===== src/rtl/dbg_arb_pkg.sv =====
// Shared types and constants for the debug-bus arbiter: bus address layout,
// data byte, FSM state encoding and the default read latency.
package dbg_arb_pkg;

   localparam int Max_req = 8;
   localparam int Rd_lat  = 2;

   typedef logic [$clog2(Max_req)-1:0] req_id_t;
   typedef logic [7:0]                 byte_t;

   typedef enum logic [1:0] {
      SEG_CTL = 2'd0,
      SEG_IO  = 2'd1,
      SEG_ROM = 2'd2,
      SEG_RAM = 2'd3
   } seg_t;

   typedef struct packed {
      seg_t  seg;
      byte_t idx;
   } addr_t;

   typedef enum logic [1:0] {
      IDLE  = 2'd0,
      ISSUE = 2'd1,
      WAIT  = 2'd2,
      ACK   = 2'd3
   } arb_state_t;

   localparam addr_t Ctl_pc_lo   = '{seg: SEG_CTL, idx: 8'h00};
   localparam addr_t Ctl_sys_rst = '{seg: SEG_CTL, idx: 8'h10};
   localparam addr_t Io_rom_out2 = '{seg: SEG_IO,  idx: 8'h02};

   function automatic addr_t mk_addr(input seg_t seg, input byte_t idx);
      return '{seg: seg, idx: idx};
   endfunction

endpackage


===== src/rtl/dbg_arb_if.sv =====
// Request/response handshake of all masters plus the debug register bus.
// The arbiter takes the slave view; the masters and the bus model take the rest.
interface dbg_arb_if import dbg_arb_pkg::*; #(
   parameter int N_REQ = 2
) ();

   logic  [N_REQ-1:0] req_valid;
   logic  [N_REQ-1:0] req_ready;
   logic  [N_REQ-1:0] req_we;
   addr_t [N_REQ-1:0] req_addr;
   byte_t [N_REQ-1:0] req_wdata;
   logic  [N_REQ-1:0] rsp_valid;
   byte_t             rsp_rdata;

   addr_t             dbg_addr;
   logic              dbg_wen;
   logic              dbg_ren;
   byte_t             dbg_wdata;
   byte_t             dbg_rdata;

   modport master (
      output req_valid, req_we, req_addr, req_wdata,
      input  req_ready, rsp_valid, rsp_rdata
   );

   modport slave (
      input  req_valid, req_we, req_addr, req_wdata, dbg_rdata,
      output req_ready, rsp_valid, rsp_rdata,
      output dbg_addr, dbg_wen, dbg_ren, dbg_wdata
   );

endinterface


===== src/rtl/dbg_rr_pick.sv =====
// Combinational round-robin search: first asserted request strictly after
// the pointer, wrapping from N_REQ-1 back to 0.
module dbg_rr_pick import dbg_arb_pkg::*; #(
   parameter int N_REQ = 2
) (
   input  logic [N_REQ-1:0] req_i,
   input  req_id_t          ptr_i,
   output logic [N_REQ-1:0] grant_o,
   output req_id_t          idx_o,
   output logic             any_o
);

   logic found;

   // NOTE: every output gets a default before the search so no path through
   // the loops leaves a signal unassigned, which would infer a latch.
   always_comb begin
      grant_o = '0;
      idx_o   = '0;
      found   = 1'b0;
      for (int k = 1; k <= N_REQ; k++) begin
         for (int i = 0; i < N_REQ; i++) begin
            if (!found && req_i[i] && (i == (int'(ptr_i) + k) % N_REQ)) begin
               found      = 1'b1;
               grant_o[i] = 1'b1;
               idx_o      = req_id_t'(i);
            end
         end
      end
   end

   assign any_o = found;

endmodule


===== src/rtl/dbg_arb.sv =====
// Round-robin arbiter for the shared debug register bus: one transaction in
// flight, address held through the read latency, response to the owner only.
module dbg_arb import dbg_arb_pkg::*; #(
   parameter int N_REQ  = 2,
   parameter int RD_LAT = Rd_lat
) (
   input  logic      clk,
   input  logic      rst_n,
   dbg_arb_if.slave  bus,
   output logic      busy
);

   localparam int Cnt_w = (RD_LAT > 1) ? $clog2(RD_LAT) : 1;
   typedef logic [Cnt_w-1:0] cnt_t;
   localparam cnt_t Cnt_init = cnt_t'(RD_LAT - 1);

   arb_state_t       state_q, state_d;
   req_id_t          ptr_q, ptr_d;
   logic [N_REQ-1:0] owner_q, owner_d;
   logic             we_q, we_d;
   addr_t            addr_q, addr_d;
   byte_t            wdata_q, wdata_d;
   logic             wen_q, wen_d;
   logic             ren_q, ren_d;
   cnt_t             cnt_q, cnt_d;
   logic [N_REQ-1:0] rsp_valid_q, rsp_valid_d;
   byte_t            rsp_rdata_q, rsp_rdata_d;
   logic             arm_q, arm_d;

   logic [N_REQ-1:0] grant;
   req_id_t          grant_idx;
   logic             grant_any;
   logic             can_accept;

   dbg_rr_pick #(.N_REQ(N_REQ)) u_pick (
      .req_i   (bus.req_valid),
      .ptr_i   (ptr_q),
      .grant_o (grant),
      .idx_o   (grant_idx),
      .any_o   (grant_any)
   );

   // Ready must answer valid within the accept cycle so that an ACK cycle can
   // also accept; arm_q keeps it low while rst_n is asserted and for one edge after.
   assign can_accept    = arm_q && ((state_q == IDLE) || (state_q == ACK));
   assign bus.req_ready = can_accept ? grant : '0;

   always_comb begin
      state_d     = state_q;
      ptr_d       = ptr_q;
      owner_d     = owner_q;
      we_d        = we_q;
      addr_d      = addr_q;
      wdata_d     = wdata_q;
      wen_d       = 1'b0;
      ren_d       = 1'b0;
      cnt_d       = cnt_q;
      rsp_valid_d = '0;
      rsp_rdata_d = rsp_rdata_q;
      arm_d       = 1'b1;

      case (state_q)
         IDLE, ACK: begin
            state_d = IDLE;
            if (can_accept && grant_any) begin
               state_d = ISSUE;
               ptr_d   = grant_idx;
               owner_d = grant;
               for (int i = 0; i < N_REQ; i++) begin
                  if (grant[i]) begin
                     we_d    = bus.req_we[i];
                     addr_d  = bus.req_addr[i];
                     wdata_d = bus.req_wdata[i];
                  end
               end
               // Strobes are registered, so they are set on the way into ISSUE.
               wen_d = we_d;
               ren_d = !we_d;
            end
         end

         ISSUE: begin
            if (we_q) begin
               state_d     = ACK;
               rsp_valid_d = owner_q;
               rsp_rdata_d = '0;
            end else begin
               state_d = WAIT;
               cnt_d   = Cnt_init;
            end
         end

         WAIT: begin
            if (cnt_q == '0) begin
               state_d     = ACK;
               rsp_valid_d = owner_q;
               rsp_rdata_d = bus.dbg_rdata;
            end else begin
               cnt_d = cnt_q - 1'b1;
            end
         end

         default: state_d = IDLE;
      endcase
   end

   // NOTE: state registers are updated with non-blocking assignments only, so
   // every flop samples the pre-edge values regardless of statement order.
   always_ff @(posedge clk or negedge rst_n) begin
      if (!rst_n) begin
         state_q     <= IDLE;
         ptr_q       <= req_id_t'(N_REQ - 1);
         owner_q     <= '0;
         we_q        <= 1'b0;
         addr_q      <= '0;
         wdata_q     <= '0;
         wen_q       <= 1'b0;
         ren_q       <= 1'b0;
         cnt_q       <= '0;
         rsp_valid_q <= '0;
         rsp_rdata_q <= '0;
         arm_q       <= 1'b0;
      end else begin
         state_q     <= state_d;
         ptr_q       <= ptr_d;
         owner_q     <= owner_d;
         we_q        <= we_d;
         addr_q      <= addr_d;
         wdata_q     <= wdata_d;
         wen_q       <= wen_d;
         ren_q       <= ren_d;
         cnt_q       <= cnt_d;
         rsp_valid_q <= rsp_valid_d;
         rsp_rdata_q <= rsp_rdata_d;
         arm_q       <= arm_d;
      end
   end

   assign bus.dbg_addr  = addr_q;
   assign bus.dbg_wdata = wdata_q;
   assign bus.dbg_wen   = wen_q;
   assign bus.dbg_ren   = ren_q;
   assign bus.rsp_valid = rsp_valid_q;
   assign bus.rsp_rdata = rsp_rdata_q;
   assign busy          = (state_q != IDLE);

endmodule


===== src/flat_wrapper.sv =====
// flat-port wrapper written by rule: the top's interface ports become plain ports
module dbg_arb_flat import dbg_arb_pkg::*;
#(
   parameter int N_REQ  = 2,
   parameter int RD_LAT = Rd_lat
)
  (clk, rst_n, busy, bus_req_valid, bus_req_we, bus_req_addr, bus_req_wdata, bus_dbg_rdata, bus_req_ready, bus_rsp_valid, bus_rsp_rdata, bus_dbg_addr, bus_dbg_wen, bus_dbg_ren, bus_dbg_wdata);
  dbg_arb_if #(.N_REQ(N_REQ)) bus_i ();
  input  logic clk;
  input  logic rst_n;
  output logic busy;
  input wire logic [$bits(bus_i.req_valid)-1:0] bus_req_valid;
  input wire logic [$bits(bus_i.req_we)-1:0] bus_req_we;
  input wire logic [$bits(bus_i.req_addr)-1:0] bus_req_addr;
  input wire logic [$bits(bus_i.req_wdata)-1:0] bus_req_wdata;
  input wire logic [$bits(bus_i.dbg_rdata)-1:0] bus_dbg_rdata;
  output wire logic [$bits(bus_i.req_ready)-1:0] bus_req_ready;
  output wire logic [$bits(bus_i.rsp_valid)-1:0] bus_rsp_valid;
  output wire logic [$bits(bus_i.rsp_rdata)-1:0] bus_rsp_rdata;
  output wire logic [$bits(bus_i.dbg_addr)-1:0] bus_dbg_addr;
  output wire logic [$bits(bus_i.dbg_wen)-1:0] bus_dbg_wen;
  output wire logic [$bits(bus_i.dbg_ren)-1:0] bus_dbg_ren;
  output wire logic [$bits(bus_i.dbg_wdata)-1:0] bus_dbg_wdata;
  assign bus_i.req_valid = bus_req_valid;
  assign bus_i.req_we = bus_req_we;
  assign bus_i.req_addr = bus_req_addr;
  assign bus_i.req_wdata = bus_req_wdata;
  assign bus_i.dbg_rdata = bus_dbg_rdata;
  assign bus_req_ready = bus_i.req_ready;
  assign bus_rsp_valid = bus_i.rsp_valid;
  assign bus_rsp_rdata = bus_i.rsp_rdata;
  assign bus_dbg_addr = bus_i.dbg_addr;
  assign bus_dbg_wen = bus_i.dbg_wen;
  assign bus_dbg_ren = bus_i.dbg_ren;
  assign bus_dbg_wdata = bus_i.dbg_wdata;
  dbg_arb #(.N_REQ(N_REQ), .RD_LAT(RD_LAT)) u_core (.clk(clk), .rst_n(rst_n), .bus(bus_i), .busy(busy));
endmodule

===== config.mk =====
export PLATFORM = sky130hd
export DESIGN_NAME = dbg_arb_flat
export DESIGN_NICKNAME = d
export VERILOG_FILES = /design/src/rtl/dbg_arb_pkg.sv /design/src/rtl/dbg_arb_if.sv /design/src/rtl/dbg_rr_pick.sv /design/src/rtl/dbg_arb.sv /design/src/flat_wrapper.sv
export SDC_FILE = /design/constraint.sdc
export NUM_CORES = 1
export LEC_CHECK = 0
export CORE_UTILIZATION = 43
export CTS_CLUSTER_DIAMETER = 80
export DETAILED_ROUTE_END_ITERATION = 7
export PLACE_DENSITY = 0.81
export SKIP_CTS_REPAIR_TIMING = 1
export SLEW_MARGIN = 20
export SYNTH_ARGS = -nofsm -noshare
export SYNTH_HDL_FRONTEND = slang
export SYNTH_SLANG_ARGS = --single-unit

===== constraint.sdc =====
create_clock -name clk -period 2.6 [get_ports clk]
set_clock_uncertainty 0.05 [all_clocks]
set_input_delay 0.39 -clock clk [delete_from_list [all_inputs] [get_ports clk]]
set_output_delay 0.39 -clock clk [all_outputs]
set_load 0.01 [all_outputs]

* Word-level counts from Yosys, hierarchy flattened
Cells that the tools add are included.
Cells by class: mux-type cells 36, equality and inequality tests 8, $add $sub $neg 3, reductions and logical operators 25, bitwise operators 2
Operators with widths (number):
- $logic_not A32 Y1 | 2
- $mux W8 | 4
- $mux W1 | 22
- $mux W10 | 2
- $pmux W8 S2 | 1
- $logic_and A1 B1 Y1 | 9
- $mux W2 | 4
- $pmux W2 S3 | 1
- $reduce_and A3 Y1 | 2
- $reduce_bool A2 Y1 | 3
- $eq A2 B2 Y1 const A | 2
- $eq A2 B2 Y1 const B | 2
- $logic_not A1 Y1 | 4
- $ne A2 B2 Y1 const B | 2
- $pmux W2 S2 | 1
- $reduce_and A2 Y1 | 2
- $add A1 B1 Y1 const B | 2
- $and A1 B1 Y1 const A | 2
- $eq A2 B1 Y1 const B | 1
- $logic_not A2 Y1 | 1
- $ne A2 B1 Y1 const B | 1
- $pmux W1 S2 | 1
- $reduce_or A2 Y1 | 1
- $logic_or A1 B1 Y1 | 1
- $sub A1 B1 Y1 const B | 1
Storage, ports and cells: word-level logic and storage cells 87, bits of input ports 50, output and inout port bits 33, register bits 38

* Depth between registers and ports, before layout
Gate-level depths: netlist (run 1).
depth after elaboration 23, mapped depth 6, mapped depth without buffers 5

* By module
A second synthesis (run 1) with hierarchy kept.
Unflattened totals: cell total of the unflattened synthesis 160, area total of the unflattened synthesis 2103.3 µm²
By module, submodules not included:
- dbg_arb | seq. area each 1002.2 µm², cells an instance 152, times used 1, area an instance 2052.0 µm²
- dbg_rr_pick | seq. area each 0.0 µm², cells an instance 8, times used 1, area an instance 51.3 µm²

* Worst setup path before layout (run 1)
No wires, ideal clock.
kind flip-flop to flip-flop, start reg u_core.state_q[0], end reg u_core.addr_q (netlist bit u_core.bus.dbg_addr[8]), required time 2425 ps, path slack 711 ps, arrival time 1714 ps, buffers on the path 1, cell stages (with the launch flop) 7, clock period less this slack 1889 ps, cell sequence dfrtp_1 > inv_1 > ha_1 > nand2b_1 > nor2_4 > buf_4 > mux2_4
On the way: longest elaborated chain between the ends 5, elaborated cells on any way between the ends 7, classes of those cells 1 x eq/ne; 6 x reduce/logical
RTL lines:
- from (decl) | RTL line dbg_arb.sv:17 | arb_state_t state_q, state_d;
- from (signal assigned) | RTL line dbg_arb.sv:124 | state_q <= state_d;
- $eq A2 B2 Y1 or $logic_not A2 Y1 (tied branches) | RTL line dbg_arb.sv:45, dbg_arb.sv:62
- $logic_or A1 B1 Y1 | RTL line dbg_arb.sv:45 | assign can_accept = arm_q && ((state_q == IDLE) || (state_q == ACK));
- $logic_and A1 B1 Y1 | RTL line dbg_arb.sv:45
- $logic_and A1 B1 Y1 | RTL line dbg_arb.sv:65 | if (can_accept && grant_any) begin
- $reduce_and A3 Y1 (no line) *
- to (signal assigned) | RTL line dbg_arb.sv:128 | addr_q <= addr_d;
- to (decl) | RTL line dbg_arb.sv:21 | addr_t addr_q, addr_d;
Mark *: on every way between the ends. The rest lies on a longest branch, timed or not. A chain may end at the register's enable or synchronous reset.

* Worst setup path after layout (run 1)
start reg u_core.state_q[0], end out bus_req_ready[0]
On the way: longest elaborated chain between the ends 4, elaborated cells on any way between the ends 5, classes of those cells 1 x eq/ne; 1 x mux; 3 x reduce/logical
RTL lines:
- $eq A2 B2 Y1 or $logic_not A2 Y1 (tied branches) | RTL line dbg_arb.sv:45
- $logic_or A1 B1 Y1 * | RTL line dbg_arb.sv:45
- $logic_and A1 B1 Y1 * | RTL line dbg_arb.sv:45
- $mux W2 * | RTL line dbg_arb.sv:46 | assign bus.req_ready = can_accept ? grant : '0;
- to (decl) | RTL line flat_wrapper.sv:17 | output wire logic [$bits(bus_i.req_ready)-1:0] bus_req_ready;
Marks and branches as above.

==> impl_metrics.csv, run 1 <==
group,metric,value,unit
run_status,outcome,"finished, final reports clean",
pwr,power.density,1040,nW/um2
final_layout,mostFrequentLayoutCell,"clkdlybuf4s50_1",
final_layout,syn_to_final_growth,49.0,%
worst_setup_path,path_cells,"inv_1 > ha_2 > nand3b_1 > a21oi_1 > clkdlybuf4s50_1",
cts,cts.path.max_buffers,2,
place,dp_hpwl,2960,um
global_routing,antenna_found_initial,0,
sta,period_share,94.1,%
logic_synthesis,syn-num-nets,215,
worst_setup_path,max_stage_delay,0.55,ns
drt,drcViolationCount,0,
worst_setup_path,r2r_cells,6,
logic_synthesis,synth_cell_types,36,
worst_setup_path,path_class,"reg2out",
logic_synthesis,syn-cell-area,1970,um2
logic_synthesis,syn_avg_cell_area,12.2,um2
sta,setup-tns-final,0,ns
worst_setup_path,end_kind,"output pin",
cts,numCtsBuffers,5,
logic_synthesis,seq_area_frac_synth,48.3,%
global_routing,grt_pass1_wl,6960,um
floorplan,fp.dieH,69.7,um
cts,htreeDepth,2,
sta,rsz0062_at_grt,"false",
sta,hold_violations,0,
drt,dr.pass1.iters,4,
worst_setup_path,start_kind,"flop",
sta,fmax,409,MHz
floorplan,core_area,4380,um2
worst_setup_path,r2r_start,"u_core.state_q[0]",
run,cap_viol_max_count,0,
worst_setup_path,critical_path_arrival,2.01,ns
cts,cts.clk_slew.worst_paths,0.07,ns
sta,whs,0.150,ns
drt,drt-initial-drc-count,65,
logic_synthesis,synth_edf_count,0,
floorplan,start_util,44.9,%
floorplan,pin_count,83,
final_layout,antenna_cells,0,
worst_setup_path,rrSetupSlack,0.61,ns
pwr,leakage,1.30,nW
worst_setup_path,path_max_fanout,7,
sta,fin_crit,2.45,ns
drt,wire_per_inst,13.3,um
floorplan,die_area,4860,um2
pwr,ir_worst_vdd,0.467,mV
global_routing,grt_remaining_overflow,0,
drt,vias_per_cell,4.91,
final_layout,mostFrequentLayoutCells,"clkdlybuf4s50_1 (81), dfrtp_1 (37), mux2_4 (18), mux2_2 (18)",
worst_setup_path,cp_slowest_cell,"clkdlybuf4s50_1",
worst_setup_path,worst_r2r_endpoint,"u_core.bus.dbg_addr[6]",
drt,totalWireLength,3990,um
logic_synthesis,postSynth.asyncResetShare,100,%
global_routing,grt_max_degree,39,
logic_synthesis,ys.flop_type,"dfrtp_1",
sta,slew_headroom,44.7,%
logic_synthesis,synth_warnings,0,
drt,antenna_left,0,
worst_setup_path,critPathRequiredTime,2.16,ns
place,io_buffers,82,
cts,root_buffer,"clkbuf_8",
sta,drv_slew,0,
global_routing,grt_pass1_vias,1544,
global_routing,grt_usage,18.2,%
final_layout,fin_nets,301,
floorplan,rows,24,
drt,via_count,1479,
place,gp_congestion,0.723,
logic_synthesis,netlist_instances,162,
sta,setup_viol,0,
worst_hold_path,hold_class,"in2async",
cts,cts_tree,"done",
sta,timing_worst_slew_pin_value,0.829,ns
logic_synthesis,ys_ff_latch,38,
final_layout,drive_gt1_share,22.1,%
cts,numClockSinks,38,
floorplan,fp.dieW,69.7,um
cts,clock_latency,0.28,ns
[worst max path at each step]
stage                       from                      to  slack (ns)
3_5_place_dp    bus_req_valid[1]  u_core.bus.dbg_addr[7]        0.28
6_report       u_core.state_q[0]        bus_req_ready[0]        0.15
5_1_grt        u_core.state_q[0]        bus_req_ready[1]        0.03
3_3_place_gp    bus_req_valid[1]        bus_req_ready[1]        0.32
4_1_cts        u_core.state_q[0]        bus_req_ready[0]        0.11
2_1_floorplan  u_core.state_q[0]  u_core.bus.dbg_addr[8]        0.71
[per-layer routing]
metal / global-route usage, % / wire length [um]
met5: 0 / 0
met4: 7.33 / 53
met3: 5.09 / 278
met2: 31.1 / 2000
met1: 21.4 / 1660
[cell type report]
type                            instances  area, um2
Multi-Input combinational cell        104        917
Timing Repair Buffer                   86        858
Fill cell                             345       1450
Inverter                               13       48.8
Clock buffer                            6       82.6
Tap cell                               52       65.1
Clock inverter                          2       12.5
Sequential cell                        38        952
[sequential cells by signal, indices dropped and copies added (netlist names)]
register              cells
u_core.bus.dbg_wdata      8
u_core.state_q            2
u_core.bus.dbg_ren        1
u_core.bus.dbg_wen        1
u_core.bus.rsp_valid      2
u_core.ptr_q              1
u_core.cnt_q              1
u_core.bus.dbg_addr      10
u_core.owner_q            2
u_core.arm_q              1
u_core.bus.rsp_rdata      8
u_core.we_q               1
[power by group]
group / internal [mW] / switching, mW / total (mW)
clock network: 0.213 / 0.202 / 0.415
logic: 0.958 / 0.611 / 1.57
registers: 0.870 / 0.191 / 1.06
[per-stage QoR]
step	std cells	power (mW)	setup slack (ns)	area (um2)	util, %
final	301	3.04	0.154	2940	67.0
after global routing	301	3.27	0.0311	2940	67.0
after CTS	300	3.08	0.109	2930	66.8
after detailed placement	292	2.64	0.283	2830	64.6
after global placement	292	2.60	0.320	2830	64.6
after floorplan	162	1.94	0.711	1970	-
[cell usage after synthesis, types with 2 or more instances]
library cell / number / share of area, %
a22o_1: 8 / 3.6
mux2_4: 18 / 14
nand2_1: 13 / 2.5
o31ai_1: 8 / 3.0
mux2_2: 18 / 10
nor2b_1: 3 / 0.95
clkbuf_1: 3 / 0.57
nor2_1: 5 / 0.95
dfrtp_1: 37 / 47
inv_1: 13 / 2.5
ha_1: 3 / 1.9
a21oi_1: 3 / 0.76
nand2b_1: 2 / 0.63
o21ai_0: 6 / 1.5
[worst max-delay path: cells and delay by family, from the launching register on]
kind | cells | cell delay (ns)
buf+inv | 2 | 0.65
flops | 1 | 0.40
fa+ha+maj | 1 | 0.31
simple gates | 1 | 0.22
compound gates | 1 | 0.14
[cells by family after synthesis]
group,share of synthesized area (%)
buf+inv,5.27
mux,24.5
fa+ha+maj,1.90
simple gates,8.06
flops,48.3
other cells,0.190
compound gates,11.7
Note: power is estimated with default switching activity, not from simulation.
==> inputs of run 2 (changes only) <==
--- a/config.mk
+++ b/config.mk
@@ -6,9 +6,9 @@
 export NUM_CORES = 1
 export LEC_CHECK = 0
 export CORE_UTILIZATION = 43
-export CTS_CLUSTER_DIAMETER = 80
+export CTS_CLUSTER_DIAMETER = 60
 export DETAILED_ROUTE_END_ITERATION = 7
-export PLACE_DENSITY = 0.81
+export PLACE_DENSITY = 0.87
 export SKIP_CTS_REPAIR_TIMING = 1
 export SLEW_MARGIN = 20
 export SYNTH_ARGS = -nofsm -noshare
==> impl_metrics.csv, run 2 (same netlist as run 1, synthesis figures left out) <==
group,metric,value,unit
floorplan,rows,24,
drt,totalWireLength,4010,um
worst_setup_path,rrSetupSlack,0.61,ns
final_layout,final_cells,300,
floorplan,pin_count,83,
cts,root_buffer,"clkbuf_8",
pwr,ir_worst_vdd,0.470,mV
pwr,totalPowerFinal,3.02,mW
final_layout,fill_cells,328,
drt,antenna_left,0,
floorplan,start_util,44.9,%
run,cap_viol_max_count,0,
run_status,outcome,"finished, final reports clean",
worst_setup_path,cp_num_buf_inv,2,
place,dp_hpwl,2930,um
drt,drcViolationCount,0,
final_layout,antenna_cells,0,
sta,fmax,404,MHz
sta,rsz0062_at_grt,"false",
worst_setup_path,path_cells,"inv_1 > ha_1 > nand3b_1 > a21oi_1 > clkdlybuf4s50_1",
final_layout,mostFrequentLayoutCell,"clkdlybuf4s50_1",
cts,numCtsBuffers,5,
global_routing,grt_usage,17.6,%
global_routing,grt_pass1_vias,1504,
pwr,p_int,2.02,mW
final_layout,mostFrequentLayoutCells,"clkdlybuf4s50_1 (81), dfrtp_1 (37), mux2_4 (18), mux2_2 (18)",
drt,via_count,1501,
drt,drt-initial-drc-count,75,
pwr,combPwrFrac,51.1,%
sta,drv_slew,0,
global_routing,antenna_found_initial,0,
drt,dr.pass1.iters,4,
floorplan,core_area,4380,um2
final_layout,multi_input_area,915,um2
worst_setup_path,critical_path_arrival,2.04,ns
pwr,seqPwrFrac,35.2,%
worst_setup_path,critPathTopFamily,"buffers and inverters",
worst_setup_path,cp_slowest_cell,"clkdlybuf4s50_1",
sta,timing_worst_slew_pin_value,0.844,ns
worst_setup_path,path_max_fanout,7,
global_routing,grt_max_degree,39,
final_layout,largest_reg_flops,10,
sta,fin_crit,2.48,ns
cts,cts.clk_slew.worst_paths,0.07,ns
worst_setup_path,max_stage_delay,0.54,ns
place,gp_congestion,0.814,
drt,wire_per_inst,13.4,um
global_routing,grt_pass1_wl,6890,um
cts,clock_latency,0.28,ns
floorplan,die_area,4860,um2
sta,whs,0.155,ns
floorplan,fp.dieW,69.7,um
place,dp.cells,292,
sta,hold_violations,0,
worst_setup_path,start_kind,"flop",
final_layout,stdcell_area,2910,um2
global_routing,grt_remaining_overflow,0,
final_layout,fin_nets,300,
sta,period_share,95.2,%
worst_setup_path,critPathRequiredTime,2.16,ns
final_layout,drive_gt1_share,21.0,%
worst_setup_path,end_kind,"output pin",
pwr,clkPwrFrac,13.7,%
worst_setup_path,path_class,"reg2out",
place,post_dp_cell_area,2820,um2
pwr,p_sw,997,uW
sta,setup_ws,0.124,ns
cts,numClockSinks,38,
final_layout,syn_to_final_growth,47.7,%
place,place_ws,0.292,ns
cts,htreeDepth,2,
pwr,leakage,1.29,nW
floorplan,fp.dieH,69.7,um
final_layout,layout.area.seq,952,um2
cts,cts_tree,"done",
drt,vias_per_cell,5.00,
sta,setup_viol,0,
final_layout,final_util,66.4,%
pwr,sw_frac_of_total,33.0,%
sta,slew_headroom,43.7,%
sta,setup-tns-final,0,ns
place,io_buffers,82,
cts,cts.path.max_buffers,2,
worst_hold_path,hold_class,"in2async",
pwr,power.density,1040,nW/um2
[run 2: changes by cell type in the layout (fill, tap and decap cells not counted), sizes merged]
cell	change
buf	-1
clkbuf	+1
clkinvlp	-1
[run 2: worst paths after layout]
kind	from	end	cells past startpoint
worst max-delay path	u_core.state_q[0]	bus_req_ready[0]	5
max in group asynchronous	rst_n	u_core.bus.dbg_wen	1
min in group clk	u_core.owner_q[1]	u_core.owner_q[1]	1
worst min-delay path	rst_n	u_core.bus.rsp_rdata[2]	1
worst min register to register	u_core.owner_q[1]	u_core.owner_q[1]	1
worst max register to register	u_core.state_q[0]	u_core.bus.dbg_addr[2]	6
[run 2: final cells by class]
| class | count | share of cell area, % |
|---|---|---|
| repair buffers | 85 | 28.8 |
| multi-input cells | 104 | 31.4 |
| well taps | 52 | 2.24 |
| flip-flops and latches | 38 | 32.7 |
| clock inverters | 1 | 0.172 |
| clock buffers | 7 | 2.97 |
| inverters | 13 | 1.68 |
[run 2: power by group through the flow]
stage	clock (mW)	sequential (mW)	combinational [mW]
2_1_floorplan	0	1.12	0.817
3_3_place_gp	0	1.06	1.52
3_5_place_dp	0	1.07	1.55
4_1_cts	0.430	1.06	1.56
5_1_grt	0.452	1.10	1.67
6_report	0.413	1.06	1.54
[run 2: routing by layer]
layer	wire [um]	vias to the layer above	global-route usage (%)
met2	1960	65	29.4
met5	0	-	0
met1	1710	698	21.5
li1	-	734	-
met4	26	0	4.00
met3	308	4	6.69
==> inputs of run 3 (changes only) <==
--- a/config.mk
+++ b/config.mk
@@ -9,6 +9,7 @@
 export CTS_CLUSTER_DIAMETER = 60
 export DETAILED_ROUTE_END_ITERATION = 7
 export PLACE_DENSITY = 0.87
+export RECOVER_POWER = 50
 export SKIP_CTS_REPAIR_TIMING = 1
 export SLEW_MARGIN = 20
 export SYNTH_ARGS = -nofsm -noshare
==> impl_metrics.csv, run 3 (same netlist as run 1, synthesis figures left out) <==
group,metric,value,unit
place,gp_congestion,0.814,
global_routing,grt_pass1_wl,6890,um
drt,antenna_left,0,
final_layout,final_cells,300,
worst_setup_path,path_max_fanout,7,
global_routing,grt_remaining_overflow,0,
global_routing,grt_usage,17.6,%
final_layout,multi_input_area,915,um2
cts,numCtsBuffers,5,
global_routing,antenna_found_initial,0,
run,cap_viol_max_count,1,
drt,top_layer,"met4",
sta,setup-tns-final,0,ns
place,dp.cells,292,
final_layout,syn_to_final_growth,47.4,%
final_layout,final_util,66.3,%
final_layout,mostFrequentLayoutCells,"clkdlybuf4s50_1 (71), dfrtp_1 (37), mux2_4 (18), mux2_2 (18)",
sta,period_share,95.2,%
drt,via_count,1503,
sta,fin_crit,2.48,ns
worst_setup_path,critPathRequiredTime,2.16,ns
worst_setup_path,r2r_start,"u_core.state_q[0]",
worst_setup_path,path_class,"reg2out",
global_routing,grt_pass1_vias,1504,
final_layout,antenna_cells,0,
pwr,totalPowerFinal,2.98,mW
drt,dr.pass1.iters,4,
final_layout,layout.area.seq,952,um2
sta,timing_worst_slew_pin_value,2.01,ns
worst_setup_path,cp-startpoint,"u_core.state_q[0]",
cts,numClockSinks,38,
worst_setup_path,critical_path_arrival,2.04,ns
drt,drt-initial-drc-count,72,
drt,vias_per_cell,5.01,
drt,met2_length,1960,um
final_layout,fin_nets,300,
cts,htreeDepth,2,
sta,drv_slew,39,
run_status,outcome,"finished with violations",
floorplan,fp.dieH,69.7,um
cts,clock_latency,0.28,ns
cts,cts.path.max_buffers,2,
floorplan,die_area,4860,um2
floorplan,start_util,44.9,%
floorplan,rows,24,
final_layout,largest_reg_flops,10,
cts,cts_tree,"done",
run_status,violations,"max-capacitance violations, max-slew violations",
sta,setup_ws,0.124,ns
sta,setup_viol,0,
sta,slew_headroom,-34.3,%
drt,wl_met1,1720,um
floorplan,pin_count,83,
floorplan,fp.dieW,69.7,um
cts,cts.clk_slew.worst_paths,0.07,ns
place,place_ws,0.292,ns
final_layout,fill_cells,329,
pwr,ir_worst_vdd,0.469,mV
final_layout,drive_gt1_share,20.2,%
pwr,power.density,1030,nW/um2
drt,drcViolationCount,0,
place,dp_hpwl,2930,um
drt,wl_met3,304,um
worst_setup_path,end_kind,"output pin",
floorplan,core_area,4380,um2
sta,rsz0062_at_grt,"false",
sta,hold_violations,0,
drt,wire_per_inst,13.4,um
place,io_buffers,82,
sta,fmax,404,MHz
drt,totalWireLength,4020,um
cts,root_buffer,"clkbuf_8",
global_routing,grt_max_degree,39,
pwr,leakage,1.30,nW
worst_hold_path,hold_class,"reg2reg",
final_layout,mostFrequentLayoutCell,"clkdlybuf4s50_1",
worst_setup_path,start_kind,"flop",
worst_hold_path,hp-start,"u_core.owner_q[1]",
[run 3: power breakdown]
part | internal, mW | leakage, nW | switching [mW]
sequential | 0.870 | 0.464 | 0.187
combinational | 0.904 | 0.785 | 0.607
clock | 0.214 | 0.0482 | 0.200
total | 1.99 | 1.30 | 0.994
[run 3: worst max-delay path, cell delays in order (launching register included)]
cell and delay (ns):
dfrtp_1 0.37, inv_1 0.07, ha_1 0.38, nand3b_1 0.25
a21oi_1 0.14, clkdlybuf4s50_1 0.54
[run 3: final timing paths]
kind	depth (start not counted)	endpoint	slack, ns
setup / recovery	5	bus_req_ready[0]	0.12
hold / removal	1	u_core.owner_q[1]	0.44
setup reg to reg	6	u_core.bus.dbg_addr[2]	0.61
hold reg to reg	1	u_core.owner_q[1]	0.44
max in group asynchronous	1	u_core.bus.dbg_wen	0.72
min in group asynchronous	1	u_core.bus.rsp_rdata[2]	0.62
[run 3: per-stage QoR]
stage	hold slack, ns	cell area (um2)
final	0.445	2910
after global routing	0.467	2910
after CTS	0.190	2910
after detailed placement	0.428	2820
after global placement	0.426	2820
after floorplan	0.0444	1970
[run 3: routing by layer]
| metal | global-route usage, % | up-vias |
|---|---|---|
| li1 | - | 734 |
| met4 | 4.00 | 0 |
| met1 | 21.5 | 700 |
| met5 | 0 | - |
| met3 | 6.69 | 4 |
| met2 | 29.4 | 65 |
[run 3: final cells by class]
class / count / area share [%]
multi-input cells: 104 / 31.5
inverters: 13 / 1.68
clock inverters: 1 / 0.172
well taps: 52 / 2.24
repair buffers: 85 / 28.7
flip-flops and latches: 38 / 32.8
clock buffers: 7 / 2.97
